===== config.mk =====
export PLATFORM = sky130hd
export DESIGN_NAME = sdram_arbiter
export DESIGN_NICKNAME = d
export VERILOG_FILES = /design/src/rtl/sdram_pkg.sv /design/src/rtl/sdram_aref_timer.sv /design/src/rtl/sdram_arbiter.sv
export SDC_FILE = /design/constraint.sdc
export NUM_CORES = 1
export LEC_CHECK = 0
export CAP_MARGIN = 25
export CORE_MARGIN = 2
export CORE_UTILIZATION = 34
export DETAILED_ROUTE_END_ITERATION = 16
export PLACE_DENSITY = 0.78
export SYNTH_ARGS = -nofsm -noshare
export SYNTH_HDL_FRONTEND = slang
export SYNTH_HIERARCHICAL = 1
export SYNTH_SLANG_ARGS = --single-unit

===== constraint.sdc =====
create_clock -name sys_clk -period 1.49 [get_ports sys_clk]
set_input_delay 0.2235 -clock sys_clk [delete_from_list [all_inputs] [get_ports sys_clk]]
set_output_delay 0.2235 -clock sys_clk [all_outputs]
set_load 0.01 [all_outputs]

===== src/rtl/sdram_pkg.sv =====
// Shared SDRAM command encodings, bus widths and arbiter state type.
package sdram_pkg;

  localparam int ADDR_W = 12;
  localparam int BA_W   = 2;

  localparam logic [3:0] CMD_NOP         = 4'b0111;
  localparam logic [3:0] CMD_PRECHARGE   = 4'b0010;
  localparam logic [3:0] CMD_AUTOREFRESH = 4'b0001;
  localparam logic [3:0] CMD_LOAD_MODE   = 4'b0000;

  typedef enum logic [2:0] {
    ST_IDLE,
    ST_ARBIT,
    ST_AREF,
    ST_WRITE,
    ST_READ
  } arb_state_t;

endpackage


===== src/rtl/sdram_aref_timer.sv =====
// Periodic auto-refresh timer: raises aref_req every AREF_PERIOD cycles,
// flags a sticky miss if a new interval elapses with a request still pending.
module sdram_aref_timer #(
  parameter int AREF_PERIOD = 750,
  parameter int AREF_CNT_W  = 10
) (
  input  logic sys_clk,
  input  logic sys_rst_n,
  input  logic enable,
  input  logic ack,
  output logic aref_req,
  output logic aref_miss
);

  localparam logic [AREF_CNT_W-1:0] LAST =
    AREF_CNT_W'(AREF_PERIOD - 1);

  logic [AREF_CNT_W-1:0] cnt;
  logic                  wrap;

  assign wrap = enable && (cnt == LAST);

  always_ff @(posedge sys_clk or negedge sys_rst_n) begin
    if (!sys_rst_n) begin
      cnt <= '0;
    end else if (!enable || wrap) begin
      cnt <= '0;
    end else begin
      cnt <= cnt + 1'b1;
    end
  end

  // Set beats ack so a wrap coinciding with a grant is not lost.
  always_ff @(posedge sys_clk or negedge sys_rst_n) begin
    if (!sys_rst_n) begin
      aref_req <= 1'b0;
    end else if (wrap) begin
      aref_req <= 1'b1;
    end else if (ack) begin
      aref_req <= 1'b0;
    end
  end

  always_ff @(posedge sys_clk or negedge sys_rst_n) begin
    if (!sys_rst_n) begin
      aref_miss <= 1'b0;
    end else if (wrap && aref_req) begin
      aref_miss <= 1'b1;
    end
  end

endmodule


===== src/rtl/sdram_arbiter.sv =====
// SDRAM bus arbiter: muxes init, refresh, write and read command sources
// onto the SDRAM pins with fixed priority refresh > write > read.
module sdram_arbiter
  import sdram_pkg::*;
#(
  parameter int AREF_PERIOD = 750,
  parameter int AREF_CNT_W  = 10
) (
  input  logic              sys_clk,
  input  logic              sys_rst_n,
  input  logic [3:0]        init_cmd,
  input  logic [BA_W-1:0]   init_ba,
  input  logic [ADDR_W-1:0] init_addr,
  input  logic              init_done,
  input  logic [3:0]        aref_cmd,
  input  logic [BA_W-1:0]   aref_ba,
  input  logic [ADDR_W-1:0] aref_addr,
  input  logic              aref_end,
  input  logic              wr_req,
  input  logic [3:0]        wr_cmd,
  input  logic [BA_W-1:0]   wr_ba,
  input  logic [ADDR_W-1:0] wr_addr,
  input  logic              wr_end,
  input  logic              rd_req,
  input  logic [3:0]        rd_cmd,
  input  logic [BA_W-1:0]   rd_ba,
  input  logic [ADDR_W-1:0] rd_addr,
  input  logic              rd_end,
  output logic              aref_req,
  output logic              aref_en,
  output logic              wr_en,
  output logic              rd_en,
  output logic              aref_miss,
  output logic [3:0]        sdram_cmd,
  output logic [BA_W-1:0]   sdram_ba,
  output logic [ADDR_W-1:0] sdram_addr
);

  arb_state_t state;
  arb_state_t state_nxt;
  logic       aref_ack;

  always_ff @(posedge sys_clk or negedge sys_rst_n) begin
    if (!sys_rst_n) begin
      state <= ST_IDLE;
    end else begin
      state <= state_nxt;
    end
  end

  always_comb begin
    state_nxt = state;
    unique case (state)
      ST_IDLE: begin
        if (init_done) state_nxt = ST_ARBIT;
      end
      ST_ARBIT: begin
        if (aref_req)    state_nxt = ST_AREF;
        else if (wr_req) state_nxt = ST_WRITE;
        else if (rd_req) state_nxt = ST_READ;
      end
      ST_AREF: begin
        if (aref_end) state_nxt = ST_ARBIT;
      end
      ST_WRITE: begin
        if (wr_end) state_nxt = ST_ARBIT;
      end
      ST_READ: begin
        if (rd_end) state_nxt = ST_ARBIT;
      end
      default: state_nxt = ST_IDLE;
    endcase
  end

  assign aref_en  = (state == ST_AREF);
  assign wr_en    = (state == ST_WRITE);
  assign rd_en    = (state == ST_READ);
  assign aref_ack = (state == ST_ARBIT) && aref_req;

  always_comb begin
    sdram_cmd  = init_cmd;
    sdram_ba   = init_ba;
    sdram_addr = init_addr;
    unique case (state)
      ST_ARBIT: begin
        sdram_cmd  = CMD_NOP;
        sdram_ba   = '1;
        sdram_addr = '1;
      end
      ST_AREF: begin
        sdram_cmd  = aref_cmd;
        sdram_ba   = aref_ba;
        sdram_addr = aref_addr;
      end
      ST_WRITE: begin
        sdram_cmd  = wr_cmd;
        sdram_ba   = wr_ba;
        sdram_addr = wr_addr;
      end
      ST_READ: begin
        sdram_cmd  = rd_cmd;
        sdram_ba   = rd_ba;
        sdram_addr = rd_addr;
      end
      default: begin
        sdram_cmd  = init_cmd;
        sdram_ba   = init_ba;
        sdram_addr = init_addr;
      end
    endcase
  end

  sdram_aref_timer #(
    .AREF_PERIOD (AREF_PERIOD),
    .AREF_CNT_W  (AREF_CNT_W)
  ) u_aref_timer (
    .sys_clk   (sys_clk),
    .sys_rst_n (sys_rst_n),
    .enable    (state != ST_IDLE),
    .ack       (aref_ack),
    .aref_req  (aref_req),
    .aref_miss (aref_miss)
  );

endmodule


==> metrics.md, run 1 <==
| Metric | Value |
|---|---|
| Final Setup Violations | `28` |
| Syn Std Cell Area | `1640 um^2` |
| Initial antenna violation count | `0` |
| Slew Limit Fails | `0` |
| Largest net degree at the start of global routing | `22` |
| Period minus WS final | `1.93 ns` |
| Final setup skew | `0.00274 ns` |
| Clock Pin Slew Worst Setup and Hold Paths | `0.06 ns` |
| Peak Freq | `0.519 GHz` |
| Number of diodes | `0` |
| Vias in the first global route | `1,978` |
| Clock Latency Late Sink | `0.24 ns` |
| Post-synth top area share | `22.9%` |
| Ys Warns | `6` |
| Rel. slew slack | `67.5%` |
| Primary FF master, synth | `dfrtp_1` |
| R2R cell count | `6` |
| Met1 Use GR | `24.7%` |
| Post-synthesis cell count | `190` |
| P&R area growth vs syn | `82.6%` |
| Tightest Pin Transition | `0.486 ns` |
| Layout fillers | `414` |
| Main combinational cell family by area after synthesis | `compound AO/OA/AOI/OAI gates` |
| Worst setup path category | `flop to primary output` |
| Met2 Use GR | `35.0%` |
| Synth Register Bits | `15` |
| Max Cap Violations | `0` |
| Pre-CTS setup slack | `-0.664 ns` |
| Die area | `5390 um^2` |
| RSZ-0062 raised after global routing | `true` |
| GRT overflow | `0` |
| Post-DP HPWL | `4360 um` |
| Final WL | `5890 um` |
| Detailed-route via count | `2,016` |
| First-pass GRT wire length | `8890 um` |
| CTS tree | `built` |
| Leak | `1.16 nW` |
| Synth top cells by count | `o21ai_0 (26), nand2b_1 (20), a222oi_1 (17), mux2i_1 (17), dfrtp_1 (15)` |
| Initial DRT Pass Iterations | `6` |
| Nets | `397` |
| Status | `finished with violations` |
| XOR/XNOR Fraction of Synth Area | `2.14%` |
| Number of synthesized flops with an enable pin | `0` |
| Yosys top cell by area | `dfrtp_1` |
| Netlist cell types | `47` |
| Clock sinks | `15` |
| Met3 Use GR | `5.21%` |
| Row count | `25` |
| Post-Synth Simple-Gate Area | `20.6%` |
| Top Usage Layer GRT | `met2` |
| Critical Path AT | `1.70 ns` |
| Multiplexer share of the synthesized area | `11.1%` |
| Pwr Density | `1380 nW/um^2` |
| DRC | `0` |
| Core ar. | `4690 um^2` |
| Syn_area_per_cell | `8.63 um^2` |
| Final Hold Vio Count | `0` |
| Min-Delay Path Class | `input pin to asynchronous set/reset pin` |
| Routed WL per cell | `16.0 um` |
| Die W | `73.4 um` |
| Worst-path maximum fanout | `5` |
| Final Util | `63.8%` |
| Synth Area in Adders | `1.53%` |
| Fraction of layout cells with a size suffix above 1 | `29.6%` |
| Clock Path Buffers | `2` |
| Async set-reset flop share out of synthesis | `100%` |
| Die height | `73.4 um` |
| CTS H-tree depth | `1` |
| Clk Tree Root Cell | `clkbuf_8` |
| Violated checks | `setup timing` |
| Post-CTS Hold Fix Bufs | `0` |
| Period utilisation layout | `129%` |
| Seq. cell area | `378 um^2` |
| Syn Nets | `272` |
| Crit start category | `flop` |
| Sequential share of the synthesized area | `22.9%` |
| Multi-input gate area | `1200 um^2` |
| DRT iter0 DRCs | `118` |
| Fin worst setup slack | `-0.435 ns` |
| Most common cell in the netlist | `o21ai_0` |
| CTS Buf Count | `3` |
| Worst Path Required | `1.27 ns` |
| Synth Area in Compound Gates | `32.6%` |
| Placer congestion estimate | `0.780` |
| Initial Utilization | `34.9%` |
| Via density | `5.48` |
| Port bufs | `102` |
| Synth area leaders | `dfrtp_1 (23%), a222oi_1 (10%), mux2i_1 (10%)` |
| Max IR drop VDD | `856 uV` |
| Detail Route Antenna Nets | `0` |
| All-Layer GR Usage | `20.3%` |
| Worst Setup End Kind | `primary output` |
| Ports | `103` |
[placed cells by master, fill, tap and decap left out, drive strengths merged, types with 2 or more instances in the layout]
cell and n:
a22oi 3, nand4 2, nand2 4, nand2b 20
inv 8, xor2 3, o21ai 37, or3b 2
ha 2, o211ai 2, clkbuf 5, a31oi 4
nor2 10, buf 54, dfrtp 15, a222oi 17
a21oi 3, mux2i 17, clkdlybuf4s50 81, or2b 3
or3 4, nand3 5
[layout make-up]
type	instances	area share (%)
clock buffers	4	1.51
inverters	8	1.00
multi-input cells	151	40.0
flip-flops and latches	15	12.6
well taps	54	2.26
repair buffers	136	42.6
[metrics by stage]
step	TNS, ns	instance area (um^2)	power (mW)	hold WS, ns	cells
after global placement	-11.02	2800	3.58	0.452	353
after floorplan	-0.0293	1650	2.23	-0.0721	190
after global routing	-9.34	2990	4.39	0.327	368
after detailed placement	-11.42	2800	3.62	0.450	353
final	-7.41	2990	4.12	0.298	368
after CTS	-7.04	2900	3.97	0.305	366
[sequential cells by signal, summed over array words and instances (netlist names)]
register	flops
u_aref_timer/cnt	10
u_aref_timer/aref_miss	1
state	3
u_aref_timer/aref_req	1
[worst paths after layout]
path / start / end / slack [ns]
worst max-delay path: state[2] / sdram_ba[0] / -0.44
worst min-delay path: sys_rst_n / u_aref_timer/cnt[3] / 0.30
worst max register to register: state[2] / u_aref_timer/cnt[2] / -0.03
worst min register to register: u_aref_timer/aref_miss / u_aref_timer/aref_miss / 0.46
max in group asynchronous: sys_rst_n / state[1] / 1.00
min in group sys_clk: u_aref_timer/aref_miss / u_aref_timer/aref_miss / 0.46
[cell families (layout without fill, tap and decap cells)]
family / count (synthesis) / after routing
multiplexers: 18 / 18
buffers and inverters: 24 / 148
flip-flops: 15 / 15
AND/OR/NAND/NOR: 56 / 56
AO/OA/AOI/OAI: 71 / 71
adder cells (fa/ha/maj): 2 / 2
XOR/XNOR: 4 / 4
[where the power goes]
part | internal, mW | switching, mW
Combinational | 1.64 | 1.57
Sequential | 0.501 | 0.0940
Clock | 0.189 | 0.131
Total | 2.33 | 1.79
[routing by layer]
layer	part of all wire, %	vias up
met4	1.8	0
met2	48	80
met1	41	944
met3	9.1	8
met5	0	-
li1	-	984
[timing repair]
action | in CTS | in global routing
setup buffers | 9 | 2
endpoints found under the hold margin | 0 | 0
cloned | 0 | 1
pin swaps | 6 | 9
resized for setup | 126 | 20
endpoints found under the setup margin | 30 | 29
[worst max-delay path, stage by stage (launching register included)]
cell and delay (ns):
dfrtp_2 0.45, buf_6 0.14, clkbuf_16 0.15, nand2b_4 0.06
o21ai_0 0.08, a222oi_1 0.37, buf_2 0.20
No activity file was read; power rests on OpenSTA's default activity.
==> inputs of run 2 (changes only) <==
--- a/config.mk
+++ b/config.mk
@@ -6,7 +6,7 @@
 export NUM_CORES = 1
 export LEC_CHECK = 0
 export CAP_MARGIN = 25
-export CORE_MARGIN = 2
+export CORE_MARGIN = 5
 export CORE_UTILIZATION = 34
 export DETAILED_ROUTE_END_ITERATION = 16
 export PLACE_DENSITY = 0.78
==> metrics.md, run 2 (same netlist as run 1, synthesis figures left out) <==
| Metric | Value |
|---|---|
| Reg power frac | `13.4% (-1.0 points)` |
| Clk Tree Root Cell | `clkbuf_8` |
| Max IR drop VDD | `903 uV (+5.5%)` |
| Core ar. | `4690 um^2 (unchanged)` |
| Pwr Density | `1450 nW/um^2 (+5.4%)` |
| Die height | `79.4 um (+8.2%)` |
| Slew Limit Fails | `0 (unchanged)` |
| Most flops, register | `u_aref_timer/cnt` |
| Die area | `6310 um^2 (+17%)` |
| Die W | `79.4 um (+8.2%)` |
| CTS tree | `built` |
| Worst-path maximum fanout | `10 (+5)` |
| Violated checks | `setup timing` |
| Largest register FFs | `10 (unchanged)` |
| Clock Path Buffers | `2 (unchanged)` |
| Clock sinks | `15 (unchanged)` |
| Routed WL per cell | `17.4 um (+8.9%)` |
| All-Layer GR Usage | `19.7% (-0.62 points)` |
| Overall power | `4.56 mW (+11%)` |
| Initial DRT Pass Iterations | `5 (-1)` |
| Worst setup path category | `flop to primary output` |
| Via density | `5.59 (+2.1%)` |
| Port bufs | `102 (unchanged)` |
| Sw Ratio | `43.2% (-0.32 points)` |
| Layout fillers | `376 (-9.2%)` |
| Ports | `103 (unchanged)` |
| DRC | `0 (unchanged)` |
| Period minus WS final | `1.90 ns (-0.0264 ns)` |
| Final hold slack | `0.284 ns (-0.0141 ns)` |
| DRT iter0 DRCs | `173 (+47%)` |
| Met2 Use GR | `34.0% (-1.1 points)` |
| Initial antenna violation count | `0 (unchanged)` |
| Row count | `25 (unchanged)` |
| Fraction of layout cells with a size suffix above 1 | `34.3% (+4.6 points)` |
| CP startpoint | `state[2]` |
| Worst Path Required | `1.27 ns (about the same)` |
| Top Usage Layer GRT | `met2` |
| Final Setup Violations | `20 (-29%)` |
| Final Hold Vio Count | `0 (unchanged)` |
| Initial Utilization | `34.9% (unchanged)` |
| Nets | `407 (+2.5%)` |
| Clock Latency Late Sink | `0.25 ns (about the same)` |
| Final WL | `6590 um (+12%)` |
| RSZ-0062 raised after global routing | `true` |
| Peak Freq | `0.527 GHz (+1.4%)` |
| Worst R2R End | `u_aref_timer/cnt[2]` |
| Net Switching | `1.97 mW (+9.9%)` |
| Flop2flop setup slack | `0.01 ns (+0.04 ns)` |
| Highest-count cells in the layout ignoring fill and taps | `clkdlybuf4s50_1 (81), buf_4 (28), buf_2 (19)` |
| Min-Delay Path Class | `input pin to asynchronous set/reset pin` |
| Worst flop-to-flop path startpoint | `u_aref_timer/cnt[1]` |
| Commonest non-fill, non-tap cell in the layout | `clkdlybuf4s50_1` |
| Tightest Pin Transition | `0.356 ns (-0.130 ns)` |
| Biggest regs | `u_aref_timer/cnt: 10 flops, state: 3 flops` |
| Detail Route Antenna Nets | `0 (unchanged)` |
| CTS H-tree depth | `1 (unchanged)` |
| Critical Path AT | `1.68 ns (-0.02 ns)` |
| Crit start category | `flop` |
| Largest net degree at the start of global routing | `30 (+36%)` |
| Fin worst setup slack | `-0.409 ns (+0.0264 ns)` |
| Placer congestion estimate | `0.830 (+6.5%)` |
| Detailed-route via count | `2,114 (+4.9%)` |
| Met1 Use GR | `25.5% (+0.80 points)` |
| Internal power | `2.59 mW (+11%)` |
| CTS Buf Count | `3 (unchanged)` |
| Post-DP HPWL | `4670 um (+7.1%)` |
| R2R cell count | `6 (unchanged)` |
| Logic gate share of total power | `79.3% (+1.5 points)` |
| Rel. slew slack | `76.3% (+8.8 points)` |
| First-pass GRT wire length | `10,100 um (+13%)` |
| Clock Pin Slew Worst Setup and Hold Paths | `0.06 ns (about the same)` |
| Worst Setup End Kind | `primary output` |
| P&R area growth vs syn | `91.8%` |
| Vias in the first global route | `2,048 (+3.5%)` |
| Period utilisation layout | `127% (-1.8 points)` |
| Max Cap Violations | `0 (unchanged)` |
| GRT overflow | `0 (unchanged)` |
| Met3 Use GR | `3.61% (-1.6 points)` |
| Final setup skew | `0.00448 ns (+0.00174 ns)` |
| Number of diodes | `0 (unchanged)` |
| Clock share of power | `7.3% (-0.5 points)` |
| Leak | `1.21 nW (+4.6%)` |
| Status | `finished with violations` |
run 2: metrics by stage:
stage	TNS [ns]	setup slack (ns)	instance area [um^2]	cells	utilization, %
floorplan	-0.0293	-0.00406	1650	190	-
global route	-8.54	-0.488	3140	378	67.0
CTS	-5.89	-0.353	3030	374	64.6
detailed placement	-11.97	-0.616	2820	354	60.1
finish	-6.18	-0.409	3140	378	67.0
global placement	-11.94	-0.594	2820	354	60.1
run 2: final cells by class:
class                      instances  area (um^2)  share of cell area (%)
timing repair buffer             145         1360                    43.4
multi-input combinational        152         1250                    39.8
sequential                        15          380                    12.1
tap                               54         67.6                    2.15
clock buffer                       4         45.0                    1.43
inverter                           8         35.0                    1.11
run 2: critical path, stage by stage, from the launching register on:
cell and delay [ns]:
dfrtp_2 0.46, buf_6 0.16, buf_4 0.13, buf_4 0.12, mux2i_1 0.11, a222oi_1 0.26, buf_2 0.19
run 2: power by group through the flow:
| stage | logic, mW | clock network (mW) | registers, mW |
|---|---|---|---|
| after floorplan | 1.65 | 0 | 0.578 |
| after global placement | 3.05 | 0 | 0.590 |
| after detailed placement | 3.08 | 0 | 0.593 |
| after CTS | 3.42 | 0.337 | 0.595 |
| after global routing | 3.88 | 0.360 | 0.628 |
| final | 3.62 | 0.335 | 0.612 |
run 2: worst max-delay path by stage:
stage	endpoint	slack, ns	cells past startpoint
final	sdram_ba[0]	-0.41	6
after global placement	sdram_addr[8]	-0.59	3
after floorplan	sdram_cmd[1]	-0.004	6
after detailed placement	sdram_addr[8]	-0.62	4
after CTS	sdram_addr[8]	-0.35	5
after global routing	sdram_addr[8]	-0.49	5
run 2: timing repair:
item / 4_1_cts / 5_1_grt
endpoints found under the hold margin: 0 / 0
resized for setup: 126 / 22
buffers inserted: 18 / 4
pin swaps: 7 / 17
endpoints found under the setup margin: 34 / 34
hold buffers: 0 / 0
cloned: 1 / 0
run 2: metal layers:
| metal | up-vias | wire length [um] |
|---|---|---|
| met4 | 0 | 86 |
| met1 | 995 | 2730 |
| met2 | 103 | 3220 |
| met3 | 9 | 545 |
| met5 | - | 0 |
| li1 | 1007 | - |
==> inputs of run 3 (changes only) <==
--- a/config.mk
+++ b/config.mk
@@ -6,7 +6,6 @@
 export NUM_CORES = 1
 export LEC_CHECK = 0
 export CAP_MARGIN = 25
-export CORE_MARGIN = 5
 export CORE_UTILIZATION = 34
 export DETAILED_ROUTE_END_ITERATION = 16
 export PLACE_DENSITY = 0.78
==> constraint.sdc (replaced) <==
create_clock -name sys_clk -period 1.54 [get_ports sys_clk]
set_input_delay 0.231 -clock sys_clk [delete_from_list [all_inputs] [get_ports sys_clk]]
set_output_delay 0.231 -clock sys_clk [all_outputs]
set_load 0.01 [all_outputs]
==> metrics.md, run 3 (same netlist as run 1, synthesis figures left out) <==
| Metric | Value |
|---|---|
| CTS H-tree depth | `1 (unchanged)` |
| DRT iter0 DRCs | `163 (-5.8%)` |
| Number of diodes | `0 (unchanged)` |
| Worst setup path category | `flop to primary output` |
| Flop2flop setup slack | `-0.01 ns (-0.02 ns)` |
| Clk Tree Root Cell | `clkbuf_8` |
| Detail Route Antenna Nets | `0 (unchanged)` |
| Clock Latency Late Sink | `0.24 ns (about the same)` |
| First-pass GRT wire length | `8870 um (-12%)` |
| Final hold slack | `0.298 ns (+0.0139 ns)` |
| Largest net degree at the start of global routing | `18 (-40%)` |
| Die height | `71.4 um (-10%)` |
| Vias in the first global route | `1,934 (-5.6%)` |
| Largest register FFs | `10 (unchanged)` |
| Overall power | `3.97 mW (-13%)` |
| Leak | `1.13 nW (-6.3%)` |
| Initial DRT Pass Iterations | `7 (+2)` |
| Pwr Density | `1340 nW/um^2 (-7.4%)` |
| Worst R2R End | `u_aref_timer/cnt[6]` |
| P&R area growth vs syn | `80.0%` |
| Port bufs | `102 (unchanged)` |
| Final Setup Violations | `21 (+5.0%)` |
| Crit start category | `flop` |
| Final setup skew | `0.00199 ns (-0.00249 ns)` |
| Final non-filler cell total | `362 (-4.2%)` |
| Min-Delay Path Class | `input pin to asynchronous set/reset pin` |
| Clock Pin Slew Worst Setup and Hold Paths | `0.06 ns (about the same)` |
| Period utilisation layout | `120%` |
| CTS tree | `built` |
| All-Layer GR Usage | `21.5% (+1.9 points)` |
| Crit-path max cell delay | `0.43 ns (-0.03 ns)` |
| Ports | `103 (unchanged)` |
| Max IR drop VDD | `770 uV (-15%)` |
| Routed WL per cell | `16.4 um (-5.9%)` |
| Status | `finished with violations` |
| Detailed-route via count | `2,046 (-3.2%)` |
| Final WL | `5940 um (-9.9%)` |
| Worst Path Required | `1.31 ns (+0.04 ns)` |
| Placer congestion estimate | `0.782 (-5.9%)` |
| Via density | `5.65 (+1.1%)` |
| RSZ-0062 raised after global routing | `true` |
| Final Hold Vio Count | `0 (unchanged)` |
| Post-CTS Hold Fix Bufs | `0 (unchanged)` |
| R2R cell count | `5 (-1)` |
| Period minus WS final | `1.84 ns` |
| Rel. slew slack | `79.4% (+3.1 points)` |
| Critical Path AT | `1.61 ns (-0.07 ns)` |
| Fraction of layout cells with a size suffix above 1 | `28.7% (-5.5 points)` |
| DRC | `0 (unchanged)` |
| Critical-path cell list | `nand2b_4 > buf_8 > o21ai_2 > a222oi_1 > buf_2` |
| Worst flop-to-flop path startpoint | `u_aref_timer/cnt[0]` |
| Layout fillers | `374 (-0.53%)` |
| Slew Limit Fails | `0 (unchanged)` |
| Biggest regs | `u_aref_timer/cnt: 10 flops, state: 3 flops` |
| Initial Utilization | `36.4% (+1.5 points)` |
| Clock sinks | `15 (unchanged)` |
| Die area | `5100 um^2 (-19%)` |
| Commonest non-fill, non-tap cell in the layout | `clkdlybuf4s50_1` |
| Core ar. | `4500 um^2 (-4.0%)` |
| Initial antenna violation count | `0 (unchanged)` |
| Max Cap Violations | `0 (unchanged)` |
| Peak Freq | `0.542 GHz` |
| Most flops, register | `u_aref_timer/cnt` |
| Clock Path Buffers | `2 (unchanged)` |
| GRT overflow | `0 (unchanged)` |
| Post-DP HPWL | `4310 um (-7.5%)` |
| Worst-path maximum fanout | `9 (-1)` |
| Final Util | `65.5% (-1.5 points)` |
| Worst Setup End Kind | `primary output` |
| Tightest Pin Transition | `0.305 ns (-0.0509 ns)` |
| Violated checks | `setup timing` |
| Post-route setup TNS | `-4.90 ns (+1.28 ns)` |
| CTS Buf Count | `3 (unchanged)` |
| Fin worst setup slack | `-0.304 ns (+0.105 ns)` |
| Placed Cells | `347 (-2.0%)` |
| Die W | `71.4 um (-10%)` |
| Highest-count cells in the layout ignoring fill and taps | `clkdlybuf4s50_1 (81), buf_2 (20), buf_4 (20)` |
| Row count | `24 (-4.0%)` |
| Slowest cell on crit path | `dfrtp_2` |
| Nets | `393 (-3.4%)` |
run 3: cell count changes in the layout (fill, tap and decap cells not counted), sizes merged:
cell           change
clkbuf             +1
buf               -15
clkdlybuf4s15      +1
nand2b             -1
run 3: layout make-up:
type	instances	area [um^2]	area share, %
Sequential cell	15	378	12.8
Tap cell	52	65.1	2.21
Multi-Input combinational cell	151	1190	40.4
Timing Repair Buffer	132	1240	42.1
Clock buffer	4	45.0	1.53
Inverter	8	30.0	1.02
run 3: worst max-delay path, delay by kind of cell (launching register included):
family / cells / cell delay [ns]
simple gates: 1 / 0.20
compound gates: 2 / 0.37
buf+inv: 2 / 0.37
flops: 1 / 0.43
run 3: worst max path at each step:
stage	end	slack, ns	from
after floorplan	sdram_cmd[1]	0.0009	state[1]
after global placement	sdram_addr[1]	-0.54	init_addr[1]
after detailed placement	sdram_addr[1]	-0.58	init_addr[1]
after CTS	sdram_cmd[1]	-0.30	state[2]
after global routing	sdram_ba[1]	-0.40	state[2]
final	sdram_ba[1]	-0.30	state[2]
run 3: report_power, final:
group          leakage, nW  internal, mW  switching, mW
clock               0.0228         0.183          0.124
sequential           0.197         0.485         0.0959
combinational        0.915          1.60           1.48
run 3: repair_timing:
action                                  in CTS  in global routing
cloned                                       0                  1
pin swaps                                    7                  9
endpoints found under the setup margin      28                 31
resized for setup                          117                 10
setup buffers                                9                  1
run 3: layer usage:
layer	part of all wire (%)	wire [um]	GRT usage (%)	vias to the layer above
met3	8.9	530	4.92	10
met1	41	2410	26.3	954
met5	0	0	0	-
met4	2.0	118	6.00	0
li1	-	-	-	977
met2	49	2880	37.9	105
run 3: per-stage QoR:
step,instance area [um^2],setup slack [ns]
global route,2950,-0.402
CTS,2890,-0.303
floorplan,1640,0.000932
finish,2950,-0.304
detailed placement,2760,-0.577
global placement,2760,-0.540
